==> config.mk <==
export PLATFORM = sky130hd
export DESIGN_NAME = alu_sequencer
export DESIGN_NICKNAME = d
export VERILOG_FILES = /design/src/rtl/alu_sequencer.sv
export SDC_FILE = /design/constraint.sdc
export NUM_CORES = 1
export LEC_CHECK = 0
export CAP_MARGIN = 15
export CORE_MARGIN = 2
export CORE_UTILIZATION = 65
export CTS_CLUSTER_DIAMETER = 60
export DETAILED_ROUTE_END_ITERATION = 7
export GPL_TIMING_DRIVEN = 0
export PLACE_DENSITY_LB_ADDON = 0.15
export SLEW_MARGIN = 20
export SYNTH_ARGS = -nofsm -noshare
export SYNTH_HDL_FRONTEND = slang
export SYNTH_SLANG_ARGS = --single-unit
==> constraint.sdc <==
create_clock -name clk -period 27.9 [get_ports clk]
set_input_delay 5.58 -clock clk [delete_from_list [all_inputs] [get_ports clk]]
set_output_delay 5.58 -clock clk [all_outputs]
set_load 0.05 [all_outputs]
==> src/rtl/alu_sequencer.sv <==
// Issue/writeback sequencer for the 16-bit ALU: fetches one instruction, decodes
// operands from a 16x16 register file, drives the ALU, then writes back result and flags.
module alu_sequencer #(
  parameter int NREG = 16,
  parameter int W    = 16
) (
  input  logic         clk,
  input  logic         reset,
  input  logic [15:0]  instr,
  input  logic         instr_valid,
  output logic         instr_ready,
  output logic [7:0]   alu_op,
  output logic [W-1:0] alu_a,
  output logic [W-1:0] alu_b,
  output logic         alu_c,
  input  logic [W-1:0] alu_y,
  input  logic [4:0]   alu_flags,
  output logic [4:0]   psr,
  output logic         done,
  output logic         illegal,
  input  logic [3:0]   dbg_addr,
  output logic [W-1:0] dbg_data
);

  typedef enum logic [1:0] {
    IDLE   = 2'd0,
    DECODE = 2'd1,
    EXEC   = 2'd2,
    WB     = 2'd3
  } state_e;

  localparam logic [7:0] OP_LSHI  = 8'h80;
  localparam logic [7:0] OP_RSHI  = 8'h81;
  localparam logic [7:0] OP_CMP   = 8'h0B;
  localparam logic [7:0] OP_CMPI  = 8'hB0;
  localparam logic [7:0] OP_CMPUI = 8'hE0;

  state_e         state_q, state_d;
  logic [15:0]    instr_q;
  logic [W-1:0]   regs_q [NREG];
  logic [4:0]     psr_q;
  logic [7:0]     alu_op_q;
  logic [W-1:0]   alu_a_q, alu_b_q;
  logic           alu_c_q;
  logic           legal_q, cmp_q;
  logic [W-1:0]   y_q;
  logic [4:0]     flags_q;

  logic [3:0]     opcode, ext, rdest, rsrc;
  logic [7:0]     dec_op;
  logic [W-1:0]   dec_b;
  logic           dec_legal, dec_cmp;

  assign opcode = instr_q[15:12];
  assign rdest  = instr_q[11:8];
  assign ext    = instr_q[7:4];
  assign rsrc   = instr_q[3:0];

  // Decode works on the captured word; operands are sampled at the DECODE->EXEC edge.
  always_comb begin
    // NOTE: every signal gets a default first so no path leaves it unassigned (no latches).
    dec_op    = '0;
    dec_b     = '0;
    dec_legal = 1'b0;
    if (opcode == 4'b0000 || opcode == 4'b1000) begin
      dec_op = {opcode, ext};
      dec_b  = regs_q[rsrc];
      if (dec_op == OP_LSHI || dec_op == OP_RSHI)
        dec_b = {{(W-4){1'b0}}, rsrc};
      if (opcode == 4'b0000)
        dec_legal = ext inside {4'h1, 4'h2, 4'h3, 4'h4, 4'h5, 4'h6, 4'h7, 4'h9, 4'hB, 4'hF};
      else
        dec_legal = ext inside {4'h0, 4'h1, 4'h4, 4'h5, 4'hC, 4'hD};
    end else begin
      dec_op = {opcode, 4'b0000};
      dec_b  = {{(W-8){1'b0}}, instr_q[7:0]};
      case (opcode)
        4'b0101, 4'b0111, 4'b1001, 4'b1011: begin
          dec_b     = {{(W-8){instr_q[7]}}, instr_q[7:0]};
          dec_legal = 1'b1;
        end
        4'b0110, 4'b1010, 4'b1110: dec_legal = 1'b1;
        default:                   dec_legal = 1'b0;
      endcase
    end
    dec_cmp = (dec_op == OP_CMP) || (dec_op == OP_CMPI) || (dec_op == OP_CMPUI);
  end

  // NOTE: sequential state uses non-blocking assignments so all registers update together.
  always_ff @(posedge clk or posedge reset) begin
    if (reset) state_q <= IDLE;
    else       state_q <= state_d;
  end

  always_comb begin
    state_d     = state_q;
    instr_ready = 1'b0;
    done        = 1'b0;
    illegal     = 1'b0;
    case (state_q)
      IDLE: begin
        instr_ready = 1'b1;
        if (instr_valid) state_d = DECODE;
      end
      DECODE: state_d = EXEC;
      EXEC: begin
        illegal = ~legal_q;
        state_d = WB;
      end
      WB: begin
        done    = 1'b1;
        state_d = IDLE;
      end
      default: state_d = IDLE;
    endcase
  end

  always_ff @(posedge clk or posedge reset) begin
    if (reset) begin
      instr_q  <= '0;
      psr_q    <= '0;
      alu_op_q <= '0;
      alu_a_q  <= '0;
      alu_b_q  <= '0;
      alu_c_q  <= 1'b0;
      legal_q  <= 1'b0;
      cmp_q    <= 1'b0;
      y_q      <= '0;
      flags_q  <= '0;
      // NOTE: the register file is reset explicitly, so it maps to flops, not a RAM macro.
      for (int i = 0; i < NREG; i++) regs_q[i] <= '0;
    end else begin
      if (state_q == IDLE && instr_valid) instr_q <= instr;
      if (state_q == DECODE) begin
        alu_op_q <= dec_op;
        alu_a_q  <= regs_q[rdest];
        alu_b_q  <= dec_b;
        alu_c_q  <= psr_q[4];
        legal_q  <= dec_legal;
        cmp_q    <= dec_cmp;
      end
      if (state_q == EXEC) begin
        y_q     <= alu_y;
        flags_q <= alu_flags;
      end
      if (state_q == WB && legal_q) begin
        psr_q <= flags_q;
        if (!cmp_q) regs_q[rdest] <= y_q;
      end
    end
  end

  assign alu_op   = alu_op_q;
  assign alu_a    = alu_a_q;
  assign alu_b    = alu_b_q;
  assign alu_c    = alu_c_q;
  assign psr      = psr_q;
  assign dbg_data = regs_q[dbg_addr];

endmodule
Word level (Yosys, flattened, before mapping) --
Cells that the tools add are included.
Word-level totals: flip-flop bits (word level) 343, bits of input ports 44, output and inout port bits 65, word-level logic and storage cells 104
Cells by class: order comparisons 4, eq/ne operators 29, muxes and demuxes 24, bitwise logic cells 5, reductions and logical operators 15
Operator list (count):
- bitwise mux 256 bit | 1
- binary-select mux 16 bit (select 4 bit) | 3
- 2-to-1 mux 16 bit | 10
- demux 16 bit (select 4 bit) | 1
- == test 4 bit, second input constant | 10
- == test 8 bit, second input constant | 4
- == test 4 x 3 -> 1 bit, second input constant | 7
- >= comparator 5 bit, second input constant | 3
- inverter 4 -> 5 bit | 3
- nonzero test 10 bit | 1
- == test 4 x 2 -> 1 bit, second input constant | 2
- == test 8 x 4 -> 1 bit, second input constant | 1
- zero test 4 bit | 2
- case mux 2 bit (4 select lines) | 1
- OR reduction 7 bit | 1
- 2-to-1 mux 1 bit | 6
- nonzero test 6 bit | 1
- less-than comparator 5 x 1 -> 1 bit, second input constant | 1
- == test 2 bit, second input constant | 2
- == test 4 x 1 -> 1 bit, second input constant | 1
- logical OR 1 bit | 4
- 2-to-1 mux 4 bit | 1
- OR reduction 4 bit | 1
- logical AND 1 bit | 3
- 6 further kinds | 7

Longest topological paths before layout --
depth after elaboration 6, mapped depth 8

Least setup slack after synthesis --
Ideal clock, no wire load.
path type input to output, start input dbg_addr[0], end output dbg_data[14], arrival 7.424 ns, data required time 22.320 ns, slack 14.896 ns, stages 4, path buffers 2, cells stage by stage clkbuf_1 buf_2 mux4_2 mux4_2
On the way: cells in the longest elaborated chain, start to end 4
RTL lines:
- start: declaration | line 21 | input logic [3:0] dbg_addr,
- inverter 4 -> 5 bit (not written as such) | line 158 | assign dbg_data = regs_q[dbg_addr];
- binary-select mux 16 bit (select 4 bit) | line 158
- 2-to-1 mux 16 bit (not written as such) (2 in a row) | line 158
- end: declaration | line 22 | output logic [W-1:0] dbg_data
No other way between the ends. The select of a mux whose other input is x is not followed.

Final worst setup path --
start input dbg_addr[1], end output dbg_data[8]
Same word-level chain as after synthesis.

==> results.py <==
metrics = {
    "critical_path": {
        "end_kind": "output pin",
        "critPathBufInv": 3,
        "cp_cell_sequence": "clkbuf_1 > clkbuf_1 > mux4_2 > mux4_2 > clkdlybuf4s50_1",
        "required_ns": 22.32,
        "crit_cells": 5,
        "worstPathArrival_ns": 8.68,
        "setup.worst_path.start": "dbg_addr[1]",
        "r2r.worst_path.cells": 5,
        "timing.rr.start": "instr_q[9]",
        "slowest_delay_ns": 0.96,
        "slowest_stage": "clkbuf_1",
        "path_class": "input port to output pin",
        "critPathMaxFanout": 10,
        "crit_family": "buffers and inverters",
        "start_kind": "input port",
    },
    "placement": {
        "place_congestion": 0.929,
        "dp_cells": 1702,
        "place_area_mm2": 0.0207,
        "pre_cts_slack_ns": 13.70,
        "portBuffers": 104,
        "dp_hpwl_um": 39400,
    },
    "clocking": {
        "cts-root-buf": "clkbuf_16",
        "cts_sinks": 343,
        "clk_latency_ns": 0.54,
        "h-tree-depth": 2,
        "cts_made_buffers": 38,
        "cts_tree": "done",
        "postCtsSetupRepairBufs": 0,
        "clk_pin_slew_worst_paths_ns": 0.05,
        "ctsResizeCount": 0,
        "hold_buffers": 0,
        "clock_tree.buffer_depth": 3,
    },
    "floorplan": {
        "row_count": 62,
        "fp.dieW_um": 175,
        "ios": 109,
        "die-area_mm2": 0.0307,
        "start_util_pct": 66.3,
        "core_mm2": 0.0288,
        "die_h_um": 175,
    },
    "power_and_ir_drop": {
        "p_leak_nw": 9.48,
        "peakVddDrop_mv": 0.0698,
        "powerDensity_mw_per_mm2": 118,
        "finalPower_mw": 2.59,
    },
    "route": {
        "post_drt_wl_per_cell_um": 34.1,
        "routed_wl_um": 60300,
        "ant_nets": 0,
        "drc_errors": 0,
        "vias": 13400,
        "drt-pass1-iter-count": 5,
        "drt_iter0_markers": 1658,
        "vias_per_cell": 7.57,
    },
    "min_path": {
        "hp-start": "alu_op[0]",
        "hp-class": "register to register",
        "holdPathStages": 1,
    },
    "global_routing": {
        "grt_max_degree": 104,
        "antenna_found_initial": 3,
        "grt_overflow_total": 0,
        "first_global_vias": 13700,
        "grt_first_pass_wirelength_um": 88900,
        "grt_usage_pct": 40.6,
    },
    "timing": {
        "timing_worst_slew_pin_value_ns": 1.22,
        "min_period_over_period_pct": 51.1,
        "final.min_clock_period_ns": 14.26,
        "fmax_ghz": 0.0701,
        "hold_slack_ns": 0.488,
        "tns_ns": 0,
        "fin_skew_ns": 0.0108,
        "rsz0062_at_grt": "false",
        "slew_violations": 0,
        "maxSlewHeadroom_pct": 18.6,
        "final_hold_viol_count": 0,
        "fin_ws_ns": 13.64,
        "finalSetupViolCount": 0,
    },
    "finish": {
        "finalInstanceArea_mm2": 0.0219,
        "drive_gt1_share_pct": 47.4,
        "nNetsFinal": 1406,
        "final_util_pct": 76.2,
        "area_growth_pct": 14.9,
        "instances_no_fill": 1768,
    },
    "outcome": {
        "status": "finished clean",
    },
    "logic_synthesis": {
        "synth_commonest_cells": "dfrtp_1 (343), mux2_2 (313), mux4_2 (208), clkbuf_1 (51), buf_2 (39)",
        "ys_ff_latch": 343,
        "synth_nets": 1259,
        "synth_enable_flop_cells": 0,
        "synth_area_per_cell_um2": 15.8,
        "synth_cells": 1211,
        "netlist.top_cell.by_area": "dfrtp_1",
        "synth.distinct_cells": 52,
        "ys_dominant_reg_cell": "dfrtp_1",
        "seq_area_frac_synth_pct": 45.0,
        "synth_area_leaders": "dfrtp_1 (45%), mux4_2 (25%), mux2_2 (18%)",
        "synthesis.area_mm2": 0.0191,
        "yosysWarnings": 0,
        "synth_most_common_cell": "dfrtp_1",
        "synth_top_area_share_pct": 45.0,
        "synth-async-reset-ratio_pct": 100,
    },
    "flow_run": {
        "cap_violations": 0,
    },
}
routing by layer:
layer,part of all wire (%),global-route usage [%],vias up
met5,0.022,0,-
met4,6.3,22.1,2
met3,13,15.7,264
met2,45,59.9,1078
met1,35,52.4,6946
li1,-,-,5098
flip-flops by register name, indices dropped and copies added (netlist names), 5 cells and up:
signal and cells:
regs_q 256, alu_a 16, alu_b 16, instr_q 16, y_q 16, alu_op 8, flags_q 5, psr 5
power breakdown:
group	switching, mW	total [mW]	leakage, nW	internal, mW
Combinational	0.662	1.21	4.28	0.548
Clock	0.207	0.497	0.591	0.290
Sequential	0.195	0.882	4.60	0.687
Total	1.06	2.59	9.48	1.52
cells in the final DEF (no fill, tap or decap), types with 4 or more instances in the layout:
| master | instances |
|---|---|
| buf_1 | 12 |
| nand2_1 | 20 |
| nor2_4 | 6 |
| clkdlybuf4s50_1 | 104 |
| mux2_4 | 10 |
| clkbuf_1 | 60 |
| nand4_1 | 9 |
| o32a_1 | 8 |
| buf_2 | 40 |
| ha_1 | 4 |
| nor2b_1 | 6 |
| mux2i_1 | 32 |
| o2bb2ai_1 | 6 |
| a2bb2oi_1 | 4 |
| a31oi_1 | 4 |
| a22oi_1 | 4 |
| clkinv_2 | 6 |
| clkbuf_16 | 41 |
| mux2_2 | 313 |
| nor3_1 | 16 |
| mux4_2 | 208 |
| o21ai_0 | 6 |
| dfrtp_1 | 343 |
| o31ai_1 | 10 |
| nor2_1 | 16 |
| inv_1 | 14 |
| buf_4 | 7 |
| a221o_1 | 16 |
| clkbuf_8 | 5 |
| nand3_1 | 6 |
worst paths after layout:
| kind | slack (ns) | endpoint |
|---|---|---|
| max in group asynchronous | 20.99 | regs_q[58] |
| worst min-delay path | 0.49 | alu_op[0] |
| worst max register to register | 24.90 | alu_a[2] |
| min in group asynchronous | 5.57 | regs_q[243] |
| worst max-delay path | 13.64 | dbg_data[8] |
| worst min register to register | 0.49 | alu_op[0] |
cell families (layout without fill, tap and decap cells):
logic type	after synthesis	after routing	share of synthesized area [%]
multiplexers	563	563	45.5
flip-flops	343	343	45.0
buffers and inverters	130	302	3.13
AND/OR/NAND/NOR	101	101	3.13
AO/OA/AOI/OAI	69	69	2.98
adder cells (fa/ha/maj)	4	4	0.262
XOR/XNOR	1	1	0.0459
other	0	1	0
layout make-up:
class / count / area, um^2
plain buffers: 115 / 544
diodes: 1 / 2.50
well taps: 384 / 480
clock inverters: 9 / 75.1
inverters: 15 / 63.8
flip-flops and latches: 343 / 8580
clock buffers: 56 / 1130
multi-input cells: 738 / 9920
fillers: 1802 / 6860
repair buffers: 107 / 1120
No activity file was read; power rests on OpenSTA's default activity.
